[src/rtl/sqrt_pipe_ctl_pkg.sv]
// sqrt_pkg
// Shared definitions for the iterative square-root unit: the controller
// state encoding and the width/constant helpers derived from the operand
// width W.
// No ports (package).
package sqrt_pkg;

  // Controller states. DONE is a single cycle where the result is formatted.
  typedef enum logic [1:0] {
    IDLE = 2'd0,
    WORK = 2'd1,
    DONE = 2'd2
  } state_e;

  // Root width for a W-bit operand.
  function automatic int rootWidth(input int w);
    return w / 2;
  endfunction

  // Iteration counter width; it must be able to hold the value R itself.
  function automatic int cntWidth(input int w);
    return $clog2(w / 2) + 1;
  endfunction

  // Starting bit-pair mask, 1 << (W-2). A wide return type keeps the helper
  // independent of W; callers take the low W bits.
  function automatic logic [127:0] initMask(input int w);
    return 128'(1) << (w - 2);
  endfunction

endpackage

[src/rtl/sqrt_pipe_ctl_step.sv]
// sqrt_step
// One iteration of the bit-pair (restoring) square-root method, purely
// combinational so it can be reused in an unrolled pipeline later.
// Ports:
//   x_i / x_o : running remainder in / out (W bits)
//   y_i / y_o : partial root in / out (W bits)
//   m_i / m_o : bit-pair mask in / out (W bits)
module sqrt_step #(
  parameter int W = 16
) (
  input  logic [W-1:0] x_i,
  input  logic [W-1:0] y_i,
  input  logic [W-1:0] m_i,
  output logic [W-1:0] x_o,
  output logic [W-1:0] y_o,
  output logic [W-1:0] m_o
);

  logic [W-1:0] trial;

  // Trial subtrahend for this bit position.
  assign trial = y_i | m_i;

  // If the trial value fits in the remainder, subtract it and set the root
  // bit; otherwise just shift the partial root down.
  always_comb begin
    x_o = x_i;
    y_o = y_i >> 1;
    if (x_i >= trial) begin
      x_o = x_i - trial;
      y_o = (y_i >> 1) | m_i;
    end
  end

  // The mask walks down one bit pair per iteration.
  assign m_o = m_i >> 2;

endmodule

[src/rtl/sqrt_pipe_ctl.sv]
// sqrt_pipe_ctl
// Iterative integer square root: one result bit per clock, R = W/2 WORK
// cycles plus one DONE cycle. Produces floor or round-to-nearest root and
// the floor remainder, announced by a registered one-cycle valid pulse.
// Ports:
//   clk_i    : clock, rising edge
//   rst_i    : synchronous active-high reset
//   x_bi     : unsigned operand, sampled on accepted start
//   start_i  : start request, honoured only in IDLE
//   round_i  : 0 = floor, 1 = round to nearest, sampled with x_bi
//   busy_o   : high while an operation is in flight (WORK and DONE)
//   valid_o  : one-cycle pulse when y_bo / rem_bo carry a new result
//   y_bo     : root result (R bits)
//   rem_bo   : floor remainder x - floor(sqrt(x))^2 (R+1 bits)
module sqrt_pipe_ctl
  import sqrt_pkg::*;
#(
  parameter int W = 16
) (
  input  logic           clk_i,
  input  logic           rst_i,
  input  logic [W-1:0]   x_bi,
  input  logic           start_i,
  input  logic           round_i,
  output logic           busy_o,
  output logic           valid_o,
  output logic [W/2-1:0] y_bo,
  output logic [W/2:0]   rem_bo
);

  localparam int R  = rootWidth(W);
  localparam int CW = cntWidth(W);
  localparam logic [127:0] InitMaskWide = initMask(W);
  localparam logic [W-1:0] InitMask = InitMaskWide[W-1:0];

  state_e         state_q, state_d;
  logic [W-1:0]   x_q, x_d;
  logic [W-1:0]   y_q, y_d;
  logic [W-1:0]   m_q, m_d;
  logic [CW-1:0]  cnt_q, cnt_d;
  logic           round_q, round_d;
  logic [R-1:0]   yOut_q, yOut_d;
  logic [R:0]     rem_q, rem_d;
  logic           valid_q, valid_d;

  logic [W-1:0]   xNext, yNext, mNext;
  logic [R-1:0]   floorRoot;
  logic [R:0]     remainder;
  logic           roundUp;
  logic [R-1:0]   finalRoot;

  sqrt_step #(.W(W)) u_step (
    .x_i (x_q),
    .y_i (y_q),
    .m_i (m_q),
    .x_o (xNext),
    .y_o (yNext),
    .m_o (mNext)
  );

  // Result formatting. Rounding up is needed when x > f^2 + f, i.e. the
  // remainder exceeds the floor root. An all-ones floor root cannot be
  // incremented, so it is left as is, which is exactly the saturated value.
  always_comb begin
    floorRoot = y_q[R-1:0];
    remainder = x_q[R:0];
    roundUp   = round_q && (remainder > {1'b0, floorRoot});
    finalRoot = floorRoot;
    if (roundUp && (floorRoot != '1)) begin
      finalRoot = floorRoot + R'(1);
    end
  end

  // Next-state and datapath control. Everything holds by default; start is
  // only looked at in IDLE, so requests during WORK/DONE are simply dropped.
  always_comb begin
    state_d = state_q;
    x_d     = x_q;
    y_d     = y_q;
    m_d     = m_q;
    cnt_d   = cnt_q;
    round_d = round_q;
    yOut_d  = yOut_q;
    rem_d   = rem_q;
    valid_d = 1'b0;
    case (state_q)
      IDLE: begin
        if (start_i) begin
          x_d     = x_bi;
          round_d = round_i;
          y_d     = '0;
          m_d     = InitMask;
          cnt_d   = CW'(R);
          state_d = WORK;
        end
      end
      WORK: begin
        x_d   = xNext;
        y_d   = yNext;
        m_d   = mNext;
        cnt_d = cnt_q - CW'(1);
        // The counter, not the mask, decides when the iterations are done.
        if (cnt_q == CW'(1)) begin
          state_d = DONE;
        end
      end
      DONE: begin
        yOut_d  = finalRoot;
        rem_d   = remainder;
        valid_d = 1'b1;
        state_d = IDLE;
      end
      default: begin
        state_d = IDLE;
      end
    endcase
  end

  // State and data registers. Reset wins over any simultaneous start and
  // drops an in-flight operation without producing a result.
  always_ff @(posedge clk_i) begin
    if (rst_i) begin
      state_q <= IDLE;
      x_q     <= '0;
      y_q     <= '0;
      m_q     <= '0;
      cnt_q   <= '0;
      round_q <= 1'b0;
      yOut_q  <= '0;
      rem_q   <= '0;
      valid_q <= 1'b0;
    end else begin
      state_q <= state_d;
      x_q     <= x_d;
      y_q     <= y_d;
      m_q     <= m_d;
      cnt_q   <= cnt_d;
      round_q <= round_d;
      yOut_q  <= yOut_d;
      rem_q   <= rem_d;
      valid_q <= valid_d;
    end
  end

  assign busy_o  = (state_q != IDLE);
  assign valid_o = valid_q;
  assign y_bo    = yOut_q;
  assign rem_bo  = rem_q;

endmodule
[config.mk]
export PLATFORM = sky130hd
export DESIGN_NAME = sqrt_pipe_ctl
export DESIGN_NICKNAME = d
export VERILOG_FILES = /design/src/rtl/sqrt_pipe_ctl_pkg.sv /design/src/rtl/sqrt_pipe_ctl_step.sv /design/src/rtl/sqrt_pipe_ctl.sv
export SDC_FILE = /design/constraint.sdc
export NUM_CORES = 1
export LEC_CHECK = 0
export ABC_AREA = 1
export CORE_ASPECT_RATIO = 0.8
export CORE_MARGIN = 5
export CORE_UTILIZATION = 60
export DETAILED_ROUTE_END_ITERATION = 10
export HOLD_SLACK_MARGIN = 0.03
export PLACE_DENSITY = 0.85
export SLEW_MARGIN = 20
export SYNTH_ARGS = -nofsm -noshare
export SYNTH_HDL_FRONTEND = slang
export SYNTH_SLANG_ARGS = --single-unit
export TNS_END_PERCENT = 100
[constraint.sdc]
create_clock -name clk_i -period 6.35 [get_ports clk_i]
set_clock_uncertainty 0.15 [all_clocks]
set_input_delay 1.27 -clock clk_i [delete_from_list [all_inputs] [get_ports clk_i]]
set_output_delay 1.27 -clock clk_i [all_outputs]
set_load 0.02 [all_outputs]
==> results of run 1 <==
## through the flow
stage,total power [µW],std cells
finish,1940,770
detailed placement,1470,754
global route,2100,770
CTS,1920,770
global placement,1440,754
floorplan,1270,649
## sequential cells by signal, summed over array words and instances, names as in the netlist
| register | cells |
|---|---|
| y_bo | 8 |
| valid_o | 1 |
| rem_bo | 9 |
| y_q | 15 |
| cnt_q | 4 |
| m_q | 8 |
| state_q | 2 |
| x_q | 16 |
| round_q | 1 |
## kinds of logic (layout without fill, tap and decap cells)
kind of cell               count (synthesis)  in the layout
AOI/OAI and AO/OA                         73             73
adders and majority gates                 23             23
and+or+nand+nor                          364            364
DFF                                       64             64
buffers and inverters                    118            155
xor gates and xnor gates                   7              7
## worst min-delay path by stage
stage,startpoint,end,depth (start not counted)
2_1_floorplan,cnt_q[3]$_SDFFE_PP0P_,cnt_q[3]$_SDFFE_PP0P_,1
3_3_place_gp,y_bo[1]$_SDFFE_PP0P_,y_bo[1]$_SDFFE_PP0P_,2
3_5_place_dp,y_bo[2]$_SDFFE_PP0P_,y_bo[2]$_SDFFE_PP0P_,2
4_1_cts,y_bo[2]$_SDFFE_PP0P_,y_bo[2]$_SDFFE_PP0P_,2
5_1_grt,y_bo[4]$_SDFFE_PP0P_,y_bo[4]$_SDFFE_PP0P_,2
6_report,y_bo[2]$_SDFFE_PP0P_,y_bo[2]$_SDFFE_PP0P_,2
## worst max-delay path: cells and delay by family
family / cells / cell delay (ns)
buf+inv: 3 / 2.01
simple gates: 2 / 0.58
compound gates: 1 / 0.07
## routing by layer
metal	GRT usage [%]	vias to the layer above	routed length (µm)
met1	35.3	1848	4940
li1	-	2089	-
met4	4.17	0	105
met3	5.35	14	615
met5	0	-	0
met2	41.3	125	4930
## where the power goes
part,internal (µW),total (µW),switching [µW]
clock network,266,444,179
logic,337,1010,678
registers,446,480,33.6
total,1050,1940,890
## area by class of cell
cell class,instances,share of cell area (%)
Sequential cell,64,27.2
Clock buffer,9,2.63
Inverter,100,7.96
Clock inverter,7,2.65
Multi-Input combinational cell,467,49.2
Tap cell,84,2.23
Timing Repair Buffer,39,8.22
## layout by cell type, fill, tap and decap left out, types with 3 or more instances in the layout
cell / count
a21oi_1: 32
and2_1: 3
bufinv_16: 3
clkbuf_8: 9
clkdlybuf4s50_1: 38
dfxtp_1: 64
ha_1: 22
inv_1: 96
inv_2: 3
inv_6: 3
nand2_1: 192
nand2_2: 15
nand3_1: 38
nand3_2: 4
nand4_1: 9
nor2_1: 91
o21ai_0: 26
o22ai_1: 6
o32ai_1: 3
xor2_1: 5
==> impl_metrics.json, run 1 <==
{
  "outcome": "complete, no violations",
  "maxCapViolations": 0,
  "clock_latency_ns": 0.35,
  "synth_xor_area_share_pct": 1.50,
  "dpl.hpwl_um": 7930,
  "whs_ns": 0.323,
  "fillers": 565,
  "rsz0062_at_grt": "false",
  "area_growth_syn_to_layout_pct": 15.6,
  "grt-ovfl-total": 0,
  "cp-start-kind": "primary input",
  "synth_compound_area_share_pct": 9.84,
  "dieWidth_um": 102,
  "syn-num-nets": 692,
  "grt_max_degree": 32,
  "postSynthCellCount": 649,
  "hold_class": "flop to flop",
  "synth_top_area_share_pct": 31.4,
  "die_h_um": 83.8,
  "fin_crit_ns": 3.83,
  "leakagePower_uw": 0.00230,
  "globalplace.congestion": 0.938,
  "finalCritPeriodShare_pct": 60.3,
  "ff2ff_path_depth": 15,
  "post_drt_wl_per_cell_um": 13.8,
  "cts_sinks": 64,
  "synthMuxAreaShare_pct": 0,
  "pin_count": 39,
  "cts_setup_buffers": 0,
  "critical_path_class": "primary input to flop",
  "core_area_um2": 6510,
  "root_buffer": "clkbuf_8",
  "worstPathCellList": "clkdlybuf4s50_1 > inv_1 > nand2_1 > inv_1 > nand2_1 > o21ai_0",
  "rr_startpoint": "y_q[0]$_SDFFE_PP0P_",
  "finalSetupTns_ns": 0,
  "clk_path_buf_depth": 2,
  "initial_utilization_pct": 62.7,
  "synth_edf_count": 0,
  "critPathArrivalTime_ns": 3.94,
  "cp-end-kind": "flop",
  "dp_slack_ns": 2.26,
  "firstDrtPassIters": 6,
  "synth_commonest_cells": "nand2_1, inv_1, nor2_1",
  "critPathMaxStageDelay_ns": 0.92,
  "cts_tree": "done",
  "r2r_setup_slack_ns": 3.53,
  "multi_input_area_um2": 2320,
  "final_layout_size_suffix_gt1_share_pct": 7.00,
  "final_antenna_net_count": 0,
  "ys_ff_latch": 64,
  "ctsResizeCount": 0,
  "synth-seq-area-share_pct": 31.4,
  "timing.final.hold_violations": 0,
  "fmax_mhz": 261,
  "synthAdderAreaFrac_pct": 7.24,
  "r2r_end": "x_q[7]$_SDFFE_PP0P_",
  "dieArea_um2": 8560,
  "routed_wl_um": 10600,
  "cts_buffers": 9,
  "tightest_slew_ns": 0.965,
  "dr_total_vias": 4076,
  "avgSynthCellArea_um2": 6.29,
  "fin_util_pct": 72.5,
  "htree_levels": 3,
  "setup_violations": 0,
  "timing.final.ws_setup_ns": 2.52,
  "antenna_found_initial": 0,
  "power.density_nw_per_um2": 411,
  "crit_path_max_fanout": 31,
  "clkTransAtPathRegs_ns": 0.08,
  "async_reset_ff_share_pct": 0,
  "synth.area.top_cells": "dfxtp_1, nand2_1, inv_1",
  "synthesis.area_um2": 4080,
  "yosysTopAreaCell": "dfxtp_1",
  "vias_per_cell": 5.29,
  "setup.worst_path.end": "y_q[0]$_SDFFE_PP0P_",
  "nets": 724,
  "grt_pass1_wl_um": 17500,
  "seqCellArea_um2": 1280,
  "grt_pass1_vias": 3714,
  "portBuffers": 38,
  "cp.required_ns": 6.47,
  "ys_warn_count": 0,
  "synth-main-ff-cell": "dfxtp_1",
  "synth.most_common_cell": "nand2_1",
  "drtIter0Drc": 274,
  "slew_viol_final": 0,
  "critPathSlowestCell": "inv_1",
  "num_antenna_cells": 0,
  "grt_usage_pct": 25.5,
  "ys_types": 36,
  "num_rows": 26,
  "placed_area_um2": 4470,
  "vdd_drop_max_uv": 330,
  "synth-simple-area-share_pct": 38.3,
  "final_cell_area_um2": 4720,
  "relSlewSlack_pct": 35.6,
  "crit_start": "rst_i",
  "drcViolationCount": 0,
  "synth_top_family_by_area": "simple AND/OR/NAND/NOR gates",
  "ctsHoldBuffers": 0
}
Note: power is estimated with default switching activity, not from simulation.
==> inputs of run 2 (changes only) <==
--- a/config.mk
+++ b/config.mk
@@ -8,10 +8,10 @@
 export ABC_AREA = 1
 export CORE_ASPECT_RATIO = 0.8
 export CORE_MARGIN = 5
-export CORE_UTILIZATION = 60
+export CORE_UTILIZATION = 58
 export DETAILED_ROUTE_END_ITERATION = 10
 export HOLD_SLACK_MARGIN = 0.03
-export PLACE_DENSITY = 0.85
+export PLACE_DENSITY = 0.83
 export SLEW_MARGIN = 20
 export SYNTH_ARGS = -nofsm -noshare
 export SYNTH_HDL_FRONTEND = slang
==> constraint.sdc (replaced) <==
create_clock -name clk_i -period 3.8 [get_ports clk_i]
set_clock_uncertainty 0.15 [all_clocks]
set_input_delay 0.76 -clock clk_i [delete_from_list [all_inputs] [get_ports clk_i]]
set_output_delay 0.76 -clock clk_i [all_outputs]
set_load 0.02 [all_outputs]
==> run 2 against run 1 <==
Utilization down 3.3 points. Non-clock buffer count grew 3. Die area grew 3.1%. Sequential cell count did not move. Clock-buffer cell count is the same. Highest routed layer unchanged.
==> impl_metrics.json, run 2 (synthesized netlist as in run 1, its figures left out) <==
{
  "place_inst": 760,
  "initial_utilization_pct": 59.5,
  "num_antenna_cells": 0,
  "power.density_nw_per_um2": 681,
  "vdd_drop_max_uv": 380,
  "ctsHoldBuffers": 0,
  "hold_start": "y_bo[1]$_SDFFE_PP0P_",
  "grt_pass1_wl_um": 17700,
  "pwr-share-seq_pct": 24.8,
  "cts_tree": "done",
  "final_antenna_net_count": 0,
  "slew_viol_final": 0,
  "largest_register": "x_q",
  "drcViolationCount": 0,
  "timing.final.hold_violations": 0,
  "htree_levels": 3,
  "hold_class": "flop to flop",
  "leakagePower_uw": 0.00231,
  "clkTransAtPathRegs_ns": 0.08,
  "firstDrtPassIters": 5,
  "cts_buffers": 9,
  "placed_area_um2": 4500,
  "seqCellArea_um2": 1280,
  "combPwrFrac_pct": 52.0,
  "final_cell_area_um2": 4740,
  "final_cell_mix": "nand2_1, inv_1, nor2_1",
  "cts_sinks": 64,
  "relSlewSlack_pct": 49.0,
  "grt-ovfl-total": 0,
  "largest_reg_flops": 16,
  "finalSetupTns_ns": 0,
  "routed_wl_um": 10300,
  "dieArea_um2": 8820,
  "vias_per_cell": 5.24,
  "crit_start": "y_q[0]$_SDFFE_PP0P_",
  "clk_path_buf_depth": 2,
  "setup_violations": 0,
  "maxCapViolations": 0,
  "critPathArrivalTime_ns": 2.77,
  "grt_usage_pct": 24.1,
  "whs_ns": 0.329,
  "area_growth_syn_to_layout_pct": 16.3,
  "dieWidth_um": 104,
  "ctsResizeCount": 0,
  "fmax_mhz": 375,
  "multi_input_area_um2": 2320,
  "finalCritPeriodShare_pct": 70.2,
  "timing.final.ws_setup_ns": 1.13,
  "antenna_found_initial": 0,
  "die_h_um": 85.0,
  "core_area_um2": 6860,
  "drtIter0Drc": 240,
  "rr_startpoint": "y_q[0]$_SDFFE_PP0P_",
  "fillers": 584,
  "root_buffer": "clkbuf_8",
  "nets": 727,
  "p_clk_share_pct": 23.2,
  "tightest_slew_ns": 0.763,
  "cts_setup_buffers": 0,
  "rsz0062_at_grt": "false",
  "dr_total_vias": 4063,
  "num_rows": 27,
  "dpl.hpwl_um": 7760,
  "grt_pass1_vias": 3908,
  "globalplace.congestion": 0.895,
  "pin_count": 39,
  "crit_path_max_fanout": 24,
  "cp-end-kind": "flop",
  "outcome": "complete, no violations",
  "switchingPower_uw": 1480,
  "cp.required_ns": 3.90,
  "grt_max_degree": 31,
  "cp-start-kind": "flop",
  "fin_cells": 776,
  "fin_crit_ns": 2.67,
  "final_layout_size_suffix_gt1_share_pct": 7.40,
  "p_int_uw": 1760,
  "p_sw_share_pct": 45.7,
  "clock_latency_ns": 0.35,
  "critical_path_class": "flop to flop",
  "post_drt_wl_per_cell_um": 13.3,
  "dp_slack_ns": 1.12,
  "portBuffers": 38,
  "layout_commonest_cell": "nand2_1"
}
run 2: changes by cell type in the layout (fill, tap and decap cells not counted), sizes merged:
cell,delta
buf,+3
run 2: per-stage QoR:
step	util (%)	total power, µW
6_report	69.2	3230
5_1_grt	69.2	3520
4_1_cts	69.2	3210
3_5_place_dp	65.6	2470
3_3_place_gp	65.6	2410
2_1_floorplan	-	2130
run 2: layout make-up:
cell class / instances / area share (%)
multi-input cells: 467 / 48.9
flip-flops and latches: 64 / 27.0
clock inverters: 7 / 2.64
well taps: 87 / 2.29
repair buffers: 42 / 8.65
inverters: 100 / 7.91
clock buffers: 9 / 2.61
run 2: power groups by stage:
stage	Clock, µW	Sequential [µW]	Combinational (µW)
after floorplan	0	801	1330
after global placement	0	814	1600
after detailed placement	0	817	1650
after CTS	749	802	1660
after global routing	787	811	1920
final	749	803	1680
run 2: layer usage:
| metal | global-route usage, % | vias to the layer above | wire length, µm |
|---|---|---|---|
| met5 | 0 | - | 0 |
| met4 | 9.88 | 0 | 228 |
| met3 | 6.24 | 20 | 789 |
| met2 | 38.7 | 140 | 4710 |
| met1 | 31.0 | 1803 | 4590 |
| li1 | - | 2100 | - |
run 2: worst paths after layout:
check,to,cells past startpoint,slack (ns)
min reg2reg,y_bo[1]$_SDFFE_PP0P_,2,0.33
max reg2reg,x_q[7]$_SDFFE_PP0P_,15,1.13
min,y_bo[1]$_SDFFE_PP0P_,2,0.33
max,x_q[7]$_SDFFE_PP0P_,15,1.13
run 2: worst max-delay path, cell delays in order, from the launching register on:
cell and delay (ns):
dfxtp_1 0.43, inv_1 0.08, nand2_1 0.06, ha_1 0.14, inv_1 0.07, fa_1 0.43, nand3_1 0.13, nand3_2 0.13
nand2_2 0.12, nand3_2 0.07, nand2_2 0.10, nand3_4 0.12, nand2_4 0.29, inv_1 0.10, nor2_1 0.10, nor2_1 0.05
==> inputs of run 3 (changes only) <==
--- a/config.mk
+++ b/config.mk
@@ -8,10 +8,10 @@
 export ABC_AREA = 1
 export CORE_ASPECT_RATIO = 0.8
 export CORE_MARGIN = 5
-export CORE_UTILIZATION = 58
+export CORE_UTILIZATION = 52
 export DETAILED_ROUTE_END_ITERATION = 10
 export HOLD_SLACK_MARGIN = 0.03
-export PLACE_DENSITY = 0.83
+export PLACE_DENSITY = 0.78
 export SLEW_MARGIN = 20
 export SYNTH_ARGS = -nofsm -noshare
 export SYNTH_HDL_FRONTEND = slang
==> constraint.sdc (replaced) <==
create_clock -name clk_i -period 2.3 [get_ports clk_i]
set_clock_uncertainty 0.15 [all_clocks]
set_input_delay 0.46 -clock clk_i [delete_from_list [all_inputs] [get_ports clk_i]]
set_output_delay 0.46 -clock clk_i [all_outputs]
set_load 0.02 [all_outputs]
==> run 3 against run 2 <==
Hold slack got worse by 0.012 ns. Routed wire length increased by 3.6%. Via count increased by 1.7%. Critical path depth decreased by 2. Worst setup slack got worse by 1.0 ns. Global-route usage decreased by 0.85 points. Total power increased by 67%. Final cell count increased by 5.0%. Non-clock buffer count increased by 21. Largest cell class unchanged. Highest routed layer unchanged.
==> impl_metrics.json, run 3 (synthesized netlist as in run 1, its figures left out) <==
{
  "cts_buffers": 9,
  "clkTransAtPathRegs_ns": 0.08,
  "setup.worst_path.end": "x_q[3]$_SDFFE_PP0P_",
  "dpl.hpwl_um": 8080,
  "num_rows": 28,
  "grt-ovfl-total": 0,
  "timing.final.hold_violations": 0,
  "firstDrtPassIters": 5,
  "area_growth_syn_to_layout_pct": 21.7,
  "globalplace.congestion": 0.935,
  "die_h_um": 89.2,
  "hold_class": "flop to flop",
  "vdd_drop_max_uv": 573,
  "whs_ns": 0.317,
  "fmax_mhz": 453,
  "layout_commonest_cell": "nand2_1",
  "dr_total_vias": 4131,
  "nets": 748,
  "antenna_found_initial": 0,
  "grt_usage_pct": 23.2,
  "clock_latency_ns": 0.35,
  "tightest_slew_ns": 0.483,
  "pin_count": 39,
  "cp-end-kind": "flop",
  "ff2ff_path_depth": 13,
  "largest_reg_flops": 16,
  "power.density_nw_per_um2": 1080,
  "cts_sinks": 64,
  "drcViolationCount": 0,
  "p_total_uw": 5380,
  "critPathArrivalTime_ns": 2.31,
  "htree_levels": 3,
  "r2r_end": "x_q[3]$_SDFFE_PP0P_",
  "dieArea_um2": 9730,
  "leakagePower_uw": 0.00240,
  "clk_path_buf_depth": 2,
  "portBuffers": 38,
  "critical_path_class": "flop to flop",
  "final_cell_mix": "nand2_1, inv_1, nor2_1",
  "core_area_um2": 7530,
  "fin_util_pct": 65.9,
  "slew_viol_final": 0,
  "post_drt_wl_per_cell_um": 13.1,
  "vias_per_cell": 5.07,
  "fin_crit_ns": 2.21,
  "crit_path_max_fanout": 12,
  "routed_wl_um": 10700,
  "initial_utilization_pct": 54.2,
  "grt_pass1_vias": 3961,
  "setup_violations": 0,
  "dieWidth_um": 109,
  "maxCapViolations": 0,
  "cp-start-kind": "flop",
  "outcome": "complete, no violations",
  "crit_start": "y_q[10]$_SDFFE_PP0P_",
  "root_buffer": "clkbuf_8",
  "drtIter0Drc": 244,
  "grt_pass1_wl_um": 17800,
  "final_layout_size_suffix_gt1_share_pct": 12.3,
  "finalCritPeriodShare_pct": 95.9,
  "largest_register": "x_q",
  "rr_startpoint": "y_q[10]$_SDFFE_PP0P_",
  "relSlewSlack_pct": 67.7,
  "num_antenna_cells": 0,
  "r2r_setup_slack_ns": 0.09,
  "final_antenna_net_count": 0,
  "cp.required_ns": 2.40,
  "rsz0062_at_grt": "true",
  "grt_max_degree": 29,
  "cts_tree": "done"
}
## run 3: through the flow
step / instance area (µm²) / instances / setup TNS (ns) / setup WS, ns
after floorplan: 4080 / 649 / 0 / 0.0282
after global placement: 4690 / 798 / 0 / 0.149
after detailed placement: 4690 / 798 / 0 / 0.0802
after CTS: 4890 / 814 / 0 / 0.0705
after global routing: 4970 / 815 / -0.236 / -0.0365
final: 4970 / 815 / 0 / 0.0933
## run 3: cell type report
| type | instances | area, µm² |
|---|---|---|
| fillers | 682 | 2570 |
| multi-input cells | 467 | 2380 |
| flip-flops and latches | 64 | 1280 |
| repair buffers | 63 | 593 |
| inverters | 100 | 375 |
| clock buffers | 11 | 141 |
| well taps | 105 | 131 |
| clock inverters | 5 | 56.3 |
## run 3: how the worst min path moves through the flow
stage,from,endpoint,slack [ns],depth (start not counted)
2_1_floorplan,cnt_q[3]$_SDFFE_PP0P_,cnt_q[3]$_SDFFE_PP0P_,0.29,1
3_3_place_gp,y_bo[4]$_SDFFE_PP0P_,y_bo[4]$_SDFFE_PP0P_,0.30,2
3_5_place_dp,y_bo[6]$_SDFFE_PP0P_,y_bo[6]$_SDFFE_PP0P_,0.30,2
4_1_cts,y_bo[6]$_SDFFE_PP0P_,y_bo[6]$_SDFFE_PP0P_,0.32,2
5_1_grt,y_bo[1]$_SDFFE_PP0P_,y_bo[1]$_SDFFE_PP0P_,0.36,2
6_report,y_bo[6]$_SDFFE_PP0P_,y_bo[6]$_SDFFE_PP0P_,0.32,2
## run 3: critical path, stage by stage, from the launching register on
cell and delay (ns):
dfxtp_1 0.32, nor2_1 0.24, ha_4 0.27, nand2_2 0.11
inv_2 0.04, a21oi_2 0.17, nor2_1 0.07, nor2_2 0.21
nand3_4 0.11, nand2_4 0.13, buf_12 0.15, nand2_2 0.05
nand2_1 0.06, nor2_1 0.04
## run 3: timing repair
item	CTS	global route
setup buffers	0	1
gates resized for setup	0	19
hold buffers	0	0
setup endpoints to repair	0	31
## run 3: metal layers
metal  global-route usage (%)  vias up  share of wire (%)
li1                         -     2139                  -
met1                     28.7     1852                 45
met2                     40.2      120                 47
met3                     5.49       20                5.4
met4                     7.80        0                1.9
met5                        0        -                  0
## run 3: power by group
group	switching (µW)	total (µW)	leakage [µW]	internal, µW
Sequential	95.0	1330	0.000522	1230
Clock	460	989	0.0000993	529
Combinational	1930	3070	0.00178	1140
Total	2490	5380	0.00240	2900
